`src/rtl/dlx_dot4_mac_pkg.sv`:
```
// Shared TinyML DLX types and constants.
// Lane geometry, FSM states and 32-bit saturation helpers.
package dlx_tinyml_pkg;

  typedef enum logic [1:0] {
    IDLE,
    MUL,
    FIN
  } dot_state_e;

  localparam int DOT_LANES  = 4;
  localparam int DOT_LANE_W = 8;

  localparam logic [31:0] SAT32_MAX = 32'h7FFF_FFFF;
  localparam logic [31:0] SAT32_MIN = 32'h8000_0000;

  // In range iff the top three bits of the 34-bit sum agree.
  function automatic logic ovf34(input logic [33:0] s);
    return !((s[33:31] == 3'b000) || (s[33:31] == 3'b111));
  endfunction

  function automatic logic [31:0] sat32(input logic [33:0] s);
    if (ovf34(s)) begin
      return s[33] ? SAT32_MIN : SAT32_MAX;
    end
    return s[31:0];
  endfunction

endpackage

```
`src/rtl/dlx_dot4_mac_if.sv`:
```
// Request/result bundle of the packed dot-product unit.
// Master issues operands; slave returns BUSY/DONE/RESULT/OVF.
interface dlx_dot4_mac_if;

  logic        START;
  logic        ACC_EN;
  logic [31:0] A;
  logic [31:0] B;
  logic [31:0] ACC_IN;
  logic        BUSY;
  logic        DONE;
  logic [31:0] RESULT;
  logic        OVF;

  modport master (
    output START,
    output ACC_EN,
    output A,
    output B,
    output ACC_IN,
    input  BUSY,
    input  DONE,
    input  RESULT,
    input  OVF
  );

  modport slave (
    input  START,
    input  ACC_EN,
    input  A,
    input  B,
    input  ACC_IN,
    output BUSY,
    output DONE,
    output RESULT,
    output OVF
  );

endinterface

```
`src/rtl/dlx_dot4_mac_lane_mul.sv`:
```
// Shared signed lane multiplier.
// Full-precision W x W -> 2W product, purely combinational.
module dlx_lane_mul #(
  parameter int W = 8
) (
  input  logic signed [W-1:0]   a_i,
  input  logic signed [W-1:0]   b_i,
  output logic signed [2*W-1:0] p_o
);

  assign p_o = a_i * b_i;

endmodule

```
`src/rtl/dlx_dot4_mac.sv`:
```
// Multi-cycle signed packed dot-product/accumulate unit.
// One lane pair per cycle through a shared multiplier.
module dlx_dot4_mac
  import dlx_tinyml_pkg::*;
#(
  parameter int LANES  = DOT_LANES,
  parameter int LANE_W = DOT_LANE_W,
  parameter bit SAT    = 1'b1
) (
  input  logic           CLK,
  input  logic           RST_N,
  dlx_dot4_mac_if.slave  bus
);

  localparam int LW = (LANES > 1) ? $clog2(LANES) : 1;
  localparam int PW = 2 * LANE_W;

  if (LANES * LANE_W != 32) begin : g_geom_chk
    $error("dlx_dot4_mac: LANES*LANE_W must equal 32");
  end

  dot_state_e  state_q;
  logic [LW-1:0] lane_q;
  logic [31:0] a_q;
  logic [31:0] b_q;
  logic [33:0] sum_q;
  logic        busy_q;
  logic        done_q;
  logic [31:0] result_q;
  logic        ovf_q;

  logic signed [LANE_W-1:0] la;
  logic signed [LANE_W-1:0] lb;
  logic signed [PW-1:0]     prod;
  logic [33:0] prod_x;
  logic [33:0] base_d;
  logic [33:0] sum_d;
  logic        last;

  assign la = a_q[lane_q*LANE_W +: LANE_W];
  assign lb = b_q[lane_q*LANE_W +: LANE_W];

  dlx_lane_mul #(
    .W (LANE_W)
  ) u_mul (
    .a_i (la),
    .b_i (lb),
    .p_o (prod)
  );

  assign prod_x = {{(34-PW){prod[PW-1]}}, prod};
  assign base_d = bus.ACC_EN ? {{2{bus.ACC_IN[31]}}, bus.ACC_IN} : '0;
  assign sum_d  = sum_q + prod_x;
  assign last   = (lane_q == LW'(LANES - 1));

  always_ff @(posedge CLK or negedge RST_N) begin
    if (!RST_N) begin
      state_q  <= IDLE;
      lane_q   <= '0;
      a_q      <= '0;
      b_q      <= '0;
      sum_q    <= '0;
      busy_q   <= 1'b0;
      done_q   <= 1'b0;
      result_q <= '0;
      ovf_q    <= 1'b0;
    end else begin
      done_q <= 1'b0;
      unique case (state_q)
        IDLE: begin
          // BUSY drops one cycle after DONE unless a new op starts.
          busy_q <= bus.START;
          if (bus.START) begin
            a_q     <= bus.A;
            b_q     <= bus.B;
            sum_q   <= base_d;
            lane_q  <= '0;
            state_q <= MUL;
          end
        end
        MUL: begin
          sum_q  <= sum_d;
          lane_q <= last ? '0 : lane_q + 1'b1;
          if (last) begin
            state_q <= FIN;
          end
        end
        FIN: begin
          result_q <= SAT ? sat32(sum_q) : sum_q[31:0];
          ovf_q    <= ovf34(sum_q);
          done_q   <= 1'b1;
          state_q  <= IDLE;
        end
        default: state_q <= IDLE;
      endcase
    end
  end

  assign bus.BUSY   = busy_q;
  assign bus.DONE   = done_q;
  assign bus.RESULT = result_q;
  assign bus.OVF    = ovf_q;

endmodule
```
`src/flat_wrapper.sv`:
```
// flat-port wrapper written by rule: the top's interface ports become plain ports
module dlx_dot4_mac_flat import dlx_tinyml_pkg::*;
#(
  parameter int LANES  = DOT_LANES,
  parameter int LANE_W = DOT_LANE_W,
  parameter bit SAT    = 1'b1
)
  (CLK, RST_N, bus_START, bus_ACC_EN, bus_A, bus_B, bus_ACC_IN, bus_BUSY, bus_DONE, bus_RESULT, bus_OVF);
  dlx_dot4_mac_if bus_i ();
  input  logic CLK;
  input  logic RST_N;
  input wire logic [$bits(bus_i.START)-1:0] bus_START;
  input wire logic [$bits(bus_i.ACC_EN)-1:0] bus_ACC_EN;
  input wire logic [$bits(bus_i.A)-1:0] bus_A;
  input wire logic [$bits(bus_i.B)-1:0] bus_B;
  input wire logic [$bits(bus_i.ACC_IN)-1:0] bus_ACC_IN;
  output wire logic [$bits(bus_i.BUSY)-1:0] bus_BUSY;
  output wire logic [$bits(bus_i.DONE)-1:0] bus_DONE;
  output wire logic [$bits(bus_i.RESULT)-1:0] bus_RESULT;
  output wire logic [$bits(bus_i.OVF)-1:0] bus_OVF;
  assign bus_i.START = bus_START;
  assign bus_i.ACC_EN = bus_ACC_EN;
  assign bus_i.A = bus_A;
  assign bus_i.B = bus_B;
  assign bus_i.ACC_IN = bus_ACC_IN;
  assign bus_BUSY = bus_i.BUSY;
  assign bus_DONE = bus_i.DONE;
  assign bus_RESULT = bus_i.RESULT;
  assign bus_OVF = bus_i.OVF;
  dlx_dot4_mac #(.LANES(LANES), .LANE_W(LANE_W), .SAT(SAT)) u_core (.CLK(CLK), .RST_N(RST_N), .bus(bus_i));
endmodule
```
`config.mk`:
```
export PLATFORM = sky130hd
export DESIGN_NAME = dlx_dot4_mac_flat
export DESIGN_NICKNAME = d
export VERILOG_FILES = /design/src/rtl/dlx_dot4_mac_pkg.sv /design/src/rtl/dlx_dot4_mac_if.sv /design/src/rtl/dlx_dot4_mac_lane_mul.sv /design/src/rtl/dlx_dot4_mac.sv /design/src/flat_wrapper.sv
export SDC_FILE = /design/constraint.sdc
export NUM_CORES = 1
export LEC_CHECK = 0
export CORE_MARGIN = 3
export CORE_UTILIZATION = 30
export CTS_CLUSTER_DIAMETER = 80
export DETAILED_ROUTE_END_ITERATION = 16
export PLACE_DENSITY = 0.48
export SYNTH_ARGS = -nofsm -noshare
export SYNTH_HDL_FRONTEND = slang
export SYNTH_SLANG_ARGS = --single-unit
```
`constraint.sdc`:
```
create_clock -name CLK -period 8.4 [get_ports CLK]
set_input_delay 0.84 -clock CLK [delete_from_list [all_inputs] [get_ports CLK]]
set_output_delay 0.84 -clock CLK [all_outputs]
set_load 0.01 [all_outputs]
```
* Word level (Yosys, flattened, before mapping) *
Index checks and enable logic that the tools add are counted.

operators by class
  reductions and logical operators = 8
  muxes and demuxes = 15
  multiply operators = 1
  $add $sub $neg = 2
  eq/ne operators = 6
  shifts and indexed selects = 2

operators with widths
  operator                                              count
  2-to-1 mux 32 bit                                     3
  2-to-1 mux 34 bit                                     2
  one-hot mux 34 bit (2 select lines)                   1
  indexed part select 32 x 6 -> 8 bit                   2
  adder 34 bit                                          1
  multiplier 8 x 8 -> 16 bit                            1
  2-to-1 mux 2 bit                                      4
  one-hot mux 2 bit (2 select lines)                    2
  AND reduction 2 bit                                   3
  equality test 2 bit (second input constant)           2
  equality test 3 bit (second input constant)           1
  zero test 3 bit                                       1
  2-to-1 mux 1 bit                                      3
  adder 2 x 1 -> 2 bit (second input constant)          1
  equality test 2 x 1 -> 1 bit (second input constant)  1
  zero test 2 bit                                       1
  != test 2 x 1 -> 1 bit (second input constant)        1
  != test 2 bit (second input constant)                 1
  nonzero test 2 bit                                    1
  zero test 1 bit                                       1
  logical OR 1 bit                                      1

storage, ports and cells
  register bits = 137
  output and inout port bits = 35
  input port bits = 100

* Depth between registers and ports, before layout *
Gate-level depths: netlist (run 1).

  depth after elaboration = 5
  depth in mapped cells = 32
  depth with buffers taken out = 31

* Hierarchy *
Synthesis (run 1) repeated with hierarchy kept, for this count alone.

second synthesis, totals
  cells, all modules = 1154
  area total of the unflattened synthesis = 10050.9 µm²

by module, submodules not included
  module        area an instance (µm²)  cells an instance  times used
  dlx_dot4_mac  7539.7                  870                1
  dlx_lane_mul  2511.2                  284                1

* Worst setup path before layout (run 1) *
Ideal clock, no wire load.

  path kind = reg-to-reg
  start point = register u_core.lane_q[0]
  end point = register u_core.sum_q[33]
  data arrival time = 8236 ps
  buffers on the path = 3
  stages on the path, launching flop included = 31
  path slack = 77 ps
  path through = dfrtp_1 -> clkbuf_1 -> buf_2 -> mux4_2 -> and2_1 -> fa_1 -> inv_1 -> fa_1 -> inv_1 -> fa_1 -> inv_1 -> fa_1 -> inv_1 -> ha_1 -> nand2_1 -> o21ai_1 -> o41a_1 -> a211oi_1 -> or3_1 -> xnor2_2 -> ha_1 -> buf_4 -> nand2_1 -> nor2_1 -> or4_1 -> a221o_1 -> a211oi_2 -> o31ai_2 -> xnor2_1 -> a21o_1 -> a211oi_2

between the ends
  longest elaborated chain between the ends = 4

ends and longest elaborated chain
  element                                                 line                                    text
  start, declared                                         dlx_dot4_mac.sv:23                      logic [LW-1:0] lane_q;
  start signal, assigned                                  dlx_dot4_mac.sv:83                      lane_q <= last ? '0 : lane_q + 1'b1;
  indexed part select 32 x 6 -> 8 bit (on tied branches)  dlx_dot4_mac.sv:40, dlx_dot4_mac.sv:41
  multiplier 8 x 8 -> 16 bit (*)                          dlx_dot4_mac_lane_mul.sv:11             assign p_o = a_i * b_i;
  adder 34 bit (*)                                        dlx_dot4_mac.sv:53                      assign sum_d = sum_q + prod_x;
  one-hot mux 34 bit (2 select lines) (*)                 dlx_dot4_mac.sv:69                      unique case (state_q)
  end signal, assigned                                    dlx_dot4_mac.sv:76                      sum_q <= base_d;
  end signal, assigned                                    dlx_dot4_mac.sv:82                      sum_q <= sum_d;
  end, declared                                           dlx_dot4_mac.sv:26                      logic [33:0] sum_q;

Every way passes the cells marked *; elsewhere a longest branch is shown, timed or not.
A chain may end at the register's enable or synchronous reset.

* Worst setup path in the final report (run 1) *
Ends and elaborated chain as after synthesis.

==> results.json, run 1 <==
{
  "cts_tree": "built",
  "vias": 8218,
  "ctsHoldBuffers": 0,
  "numCtsBuffers": 17,
  "final_area_sq_um": 12500,
  "die_h_microns": 190,
  "maxCapViolCount": 0,
  "startpoint_type": "flip-flop",
  "grt_use_total": 0.158,
  "setup_viol": 0,
  "clk_pin_slew_worst_paths_ps": 70,
  "worstPathRequired_ps": 8730,
  "dp_hpwl_microns": 21100,
  "finalHoldViolCount": 0,
  "syn_avg_cell_area_sq_um": 8.57,
  "ys_async_sr_fraction": 1.00,
  "dieWidth_microns": 190,
  "drcViolationCount": 0,
  "ys_ff_latch": 137,
  "ios": 135,
  "postLayoutSetupSlackWorst_ps": 489,
  "postCtsSetupRepairBufs": 0,
  "drtAntennaViolNets": 0,
  "clock_path_buffers": 2,
  "antenna_found_initial": 0,
  "start_util": 0.308,
  "grt_pass1_wl_microns": 46000,
  "syn-instance-count": 1182,
  "core_sq_um": 32900,
  "finClkSkew_ps": 11.9,
  "crit_path_end_kind": "flip-flop",
  "drtIter0Drc": 509,
  "ys_dominant_reg_cell": "dfrtp_1",
  "layout-drive-gt1-share": 0.0611,
  "synthesis.nets": 1402,
  "critPathKind": "reg2reg",
  "crit_path_max_fanout": 20,
  "design.die.area_sq_um": 36000,
  "period_share": 0.942,
  "worst_pin_slew_ps": 1010,
  "fp-row-count": 66,
  "grt_max_degree": 99,
  "hp-class": "in2async",
  "arrival_ps": 8240,
  "h-tree-depth": 4,
  "area_growth_syn_to_layout_pct": 23.8,
  "grt_pass1_vias": 8615,
  "place_ws_ps": 472,
  "ys_types": 59,
  "ctsRootBufferMaster": "clkbuf_16",
  "synth_edf_count": 0,
  "ys.warnings.count": 0,
  "grt_remaining_overflow": 0,
  "syn-cell-area_sq_um": 10100,
  "relSlewSlack": 0.324,
  "place.port_buffers": 134,
  "nNetsFinal": 1516,
  "clock_sinks": 137,
  "clk_latency_ps": 420,
  "min_period_ps": 7910,
  "dpl-instance-area_sq_um": 11900,
  "synth-seq-area-share": 0.339,
  "finalWirelength_microns": 27800,
  "wl_per_cell_microns": 15.9,
  "status": "complete, no violations",
  "via_per_inst": 4.69,
  "slew_violations": 0,
  "gp_congestion": 0.833,
  "antennaDiodeCount": 0,
  "first_pass_iters": 5,
  "clock.fmax_mhz": 126,
  "grt_setup_unrepaired": "false",
  "fin_tns_setup_ps": 0
}
[worst max-delay path, cell delays in order, from the launching register on]
cell,delay (ps)
dfrtp_1,370
buf_12,190
mux4_2,590
or2_2,320
fa_1,500
fa_1,540
inv_1,50
fa_1,530
inv_1,50
fa_1,520
inv_1,40
ha_1,320
nand2_1,60
o21ai_1,210
o41a_1,220
a211oi_1,90
or3_1,460
xnor2_4,310
ha_1,360
a21oi_1,200
nor2_1,60
or4_1,490
a221o_1,340
a211oi_2,280
o31ai_2,110
xnor2_1,140
a21o_1,200
a211oi_2,230
[layout by cell type (no fill, tap or decap), types with 15 or more instances in the layout]
cell             count
a211oi_1            15
a21o_1              17
a21oi_1             47
and2_1              49
and3_1              15
clkbuf_16           17
clkdlybuf4s50_1    133
dfrtp_1            137
fa_1                56
ha_1                64
inv_1              103
mux4_2              15
nand2_1            306
nand3_1             27
nor2_1              85
o21ai_0             56
xnor2_1             31
[cell type report]
type                    instances  area, sq um
well taps                     442          553
multi-input cells             891         6140
repair buffers                146         1450
inverters                     103          387
clock inverters                15          154
clock buffers                  17          425
fillers                      3535        20300
flip-flops and latches        137         3430
[Yosys cell counts (6+ instances only)]
cell,instances,share of area
inv_1,103,0.038
ha_1,64,0.079
and3_1,15,0.0093
and2_1,50,0.031
fa_1,56,0.11
o21ai_0,56,0.028
a21o_1,17,0.013
dfrtp_1,137,0.34
a211oi_1,15,0.011
nand2_1,307,0.11
o21bai_1,7,0.0052
a31oi_1,14,0.0087
xnor2_1,31,0.027
nor3_1,11,0.0054
nor2_1,86,0.032
nand3_1,27,0.013
mux4_2,15,0.033
xor2_1,8,0.0069
a21oi_1,47,0.023
nand4_1,6,0.0037
clkbuf_1,44,0.016
or3_1,7,0.0043
[repair_timing]
action | in CTS | in global routing
hold endpoints to repair | 0 | 0
setup endpoints to repair | 0 | 1
resized for setup | 0 | 2
[flip-flops by register name, summed over array words and instances, names as in the netlist]
signal and flops:
u_core.sum_q 34, u_core.a_q 32, u_core.b_q 32, u_core.bus.RESULT 32, u_core.lane_q 2, u_core.state_q 2, u_core.bus.BUSY 1, u_core.bus.DONE 1
u_core.bus.OVF 1
[routing by layer]
metal	share of wire	GRT usage	vias up
met5	0	0	-
met3	0.028	0.0199	19
met1	0.49	0.224	3975
li1	-	-	4103
met2	0.47	0.259	121
met4	0.012	0.0384	0
[kinds of logic after synthesis]
family	Yosys count	share of synthesized area
flops	137	0.339
xor+xnor	40	0.0353
simple gates	523	0.223
buf+inv	154	0.0576
compound gates	189	0.118
mux	19	0.0374
fa+ha+maj	120	0.190
[final timing paths]
kind / from / end / slack (ps) / cells after the start
max: u_core.lane_q[0] / u_core.sum_q[33] / 490 / 27
min: RST_N / u_core.bus.RESULT[26] / 400 / 1
max reg2reg: u_core.lane_q[0] / u_core.sum_q[33] / 490 / 27
min reg2reg: u_core.b_q[24] / u_core.b_q[24] / 470 / 2
max in group asynchronous: RST_N / u_core.a_q[28] / 6600 / 2
min in group CLK: u_core.b_q[24] / u_core.b_q[24] / 470 / 2
[stage by stage]
step                 util  instances  hold WS, ps
finish              0.381       1751          403
global route        0.381       1751          441
CTS                 0.381       1751          432
detailed placement  0.363       1719          459
global placement    0.363       1719          459
floorplan               -       1182          440
Power of run 1 is left out: the tool's default activity adds up to more than one toggle a clock period on the data nets, which glitch-free logic cannot reach.
==> run 2: changes to the inputs <==
--- a/config.mk
+++ b/config.mk
@@ -8,6 +8,7 @@
 export CORE_MARGIN = 3
 export CORE_UTILIZATION = 30
 export CTS_CLUSTER_DIAMETER = 80
+export CTS_CLUSTER_SIZE = 10
 export DETAILED_ROUTE_END_ITERATION = 16
 export PLACE_DENSITY = 0.48
 export SYNTH_ARGS = -nofsm -noshare
==> results of run 2 <==
The final DEF is identical to that of run 1; final timing and power are the same.
Power of run 2 is left out for the same reason.
==> run 3: changes to the inputs <==
--- a/config.mk
+++ b/config.mk
@@ -5,6 +5,7 @@
 export SDC_FILE = /design/constraint.sdc
 export NUM_CORES = 1
 export LEC_CHECK = 0
+export ABC_AREA = 1
 export CORE_MARGIN = 3
 export CORE_UTILIZATION = 30
 export CTS_CLUSTER_DIAMETER = 80
==> run 3 against run 2 <==
Critical endpoint is now u_core.sum_q[28]. Non-clock buffer count down 2. Wire length up 28%. Critical path depth up 7. Critical path type unchanged. Design area up 5.3%. Synthesized cell count up 25%. Clock-buffer cell count up 4. Hold slack better by 3.2 ps. Sequential share of layout area down 1.4 points.
==> results.json, run 3 <==
{
  "status": "complete, no violations",
  "ys_ff_latch": 137,
  "clock.fmax_mhz": 134,
  "use_met3": 0.0259,
  "syn_avg_cell_area_sq_um": 7.30,
  "clock_sinks": 137,
  "nNetsFinal": 1820,
  "clock_path_buffers": 2,
  "fp-row-count": 68,
  "drtAntennaViolNets": 0,
  "postCtsSetupRepairBufs": 0,
  "place.port_buffers": 134,
  "relSlewSlack": 0.311,
  "maxCapViolCount": 0,
  "grt_remaining_overflow": 0,
  "grt_max_degree": 75,
  "drtIter0Drc": 504,
  "largest_register_ffs": 34,
  "synth_area_leader_cell": "dfrtp_1",
  "clk_latency_ps": 440,
  "vias": 9857,
  "area_growth_syn_to_layout_pct": 21.9,
  "startpoint_type": "flip-flop",
  "setup_viol": 0,
  "synth-seq-area-share": 0.317,
  "synth_top_cell_area_share": 0.317,
  "wl_per_cell_microns": 17.2,
  "period_share": 0.887,
  "regArea_sq_um": 3430,
  "worstPathRequired_ps": 8760,
  "min_period_ps": 7450,
  "multiInputGateArea_sq_um": 6390,
  "max_stage_delay_ps": 550,
  "worst_pin_slew_ps": 1030,
  "die_h_microns": 196,
  "cts_resized": 0,
  "grt_use_met1": 0.238,
  "grt_setup_unrepaired": "false",
  "netlist_top_cells_count": "nand2_1 (512), inv_1 (205), dfrtp_1 (137)",
  "grt_use_met2": 0.331,
  "syn-instance-count": 1483,
  "gp_congestion": 0.932,
  "clk_pin_slew_worst_paths_ps": 70,
  "finalWirelength_microns": 35500,
  "synthesis.nets": 1703,
  "cts_tree": "built",
  "ys_types": 45,
  "critPathKind": "reg2reg",
  "final_common_cell": "nand2_1",
  "finClkSkew_ps": 15.6,
  "drcViolationCount": 0,
  "dieWidth_microns": 196,
  "layout_common_cells": "nand2_1 (510), inv_1 (205), dfrtp_1 (137)",
  "synth.most_common_cell": "nand2_1",
  "grt_pass1_vias": 10200,
  "arrival_ps": 7820,
  "grt.busiest_layer": "met2",
  "antennaDiodeCount": 0,
  "finalHoldViolCount": 0,
  "regMostFlops": "u_core.sum_q",
  "grt_use_total": 0.188,
  "ctsRootBufferMaster": "clkbuf_16",
  "crit_path_max_fanout": 17,
  "core_sq_um": 35100,
  "slew_violations": 0,
  "synth_edf_count": 0,
  "crit_path_end_kind": "flip-flop",
  "ys_dominant_reg_cell": "dfrtp_1",
  "syn-cell-area_sq_um": 10800,
  "design.die.area_sq_um": 38400,
  "antenna_found_initial": 0,
  "h-tree-depth": 4,
  "first_pass_iters": 4,
  "ios": 135,
  "fin_tns_setup_ps": 0,
  "grt_pass1_wl_microns": 56600,
  "hp-class": "in2async",
  "via_per_inst": 4.77,
  "ys.warnings.count": 0,
  "dp_hpwl_microns": 28100,
  "ctsHoldBuffers": 0,
  "ys_async_sr_fraction": 1.00,
  "fillCellCount": 3754,
  "start_util": 0.309,
  "layout-drive-gt1-share": 0.0465,
  "slowest_stage": "fa_1",
  "numCtsBuffers": 17,
  "synthTopCellsByArea": "dfrtp_1 (32%), nand2_1 (18%), fa_1 (10%)"
}
run 3: cell count changes after synthesis, moves of 14 or more:
cell,change
a2bb2oi_1,+22
nand2_1,+205
and3_1,-14
buf_2,+21
nand3_1,+31
nor2_1,+32
clkbuf_1,-30
a21oi_1,+48
mux4_2,-15
inv_1,+102
xnor2_1,-28
and2_1,-50
a211oi_1,-15
run 3: final cells by class:
type / count / share of cell area
inverter: 209 / 0.0594
clock buffer: 21 / 0.0364
tap: 455 / 0.0431
sequential: 137 / 0.260
multi-input combinational: 1091 / 0.484
clock inverter: 11 / 0.0102
timing repair buffer: 144 / 0.107
run 3: kinds of logic (layout without fill, tap and decap cells):
kind of cell               Yosys count  in the layout  synth area share
AOI/OAI and AO/OA                  230            230             0.129
xor gates and xnor gates            15             15            0.0121
and+or+nand+nor                    726            726             0.271
adders and majority gates          120            120             0.177
DFF                                137            137             0.317
buffers and inverters              255            385            0.0941
run 3: per-stage QoR:
stage | util | cells | area [sq um] | hold slack, ps | worst slack (ps)
after global routing | 0.377 | 2068 | 13200 | 448 | 162
after floorplan | - | 1483 | 10800 | 449 | 2160
final | 0.377 | 2068 | 13200 | 406 | 949
after detailed placement | 0.359 | 2036 | 12600 | 466 | 678
after CTS | 0.377 | 2068 | 13200 | 411 | 626
after global placement | 0.359 | 2036 | 12600 | 462 | 718
run 3: final timing paths:
path / start / to / slack (ps) / cells past startpoint
worst min-delay path: RST_N / u_core.bus.RESULT[20] / 410 / 1
worst max register to register: u_core.lane_q[1] / u_core.sum_q[28] / 950 / 34
max in group asynchronous: RST_N / u_core.a_q[18] / 6580 / 2
worst min register to register: u_core.a_q[9] / u_core.a_q[9] / 480 / 2
min in group CLK: u_core.a_q[9] / u_core.a_q[9] / 480 / 2
worst max-delay path: u_core.lane_q[1] / u_core.sum_q[28] / 950 / 34
run 3: metal layers:
layer  wire, microns  part of all wire
met5               0                 0
met4            1110             0.031
met3            1230             0.034
met2           17600              0.49
met1           15600              0.44
run 3: worst max-delay path: cells and delay by family (launching register included):
kind                       cells  cell delay, ps
DFF                            1             380
and+or+nand+nor               12            1470
buffers and inverters          9            1220
adders and majority gates      6            2790
AOI/OAI and AO/OA              7            1450
Power of run 3 is left out for the same reason.
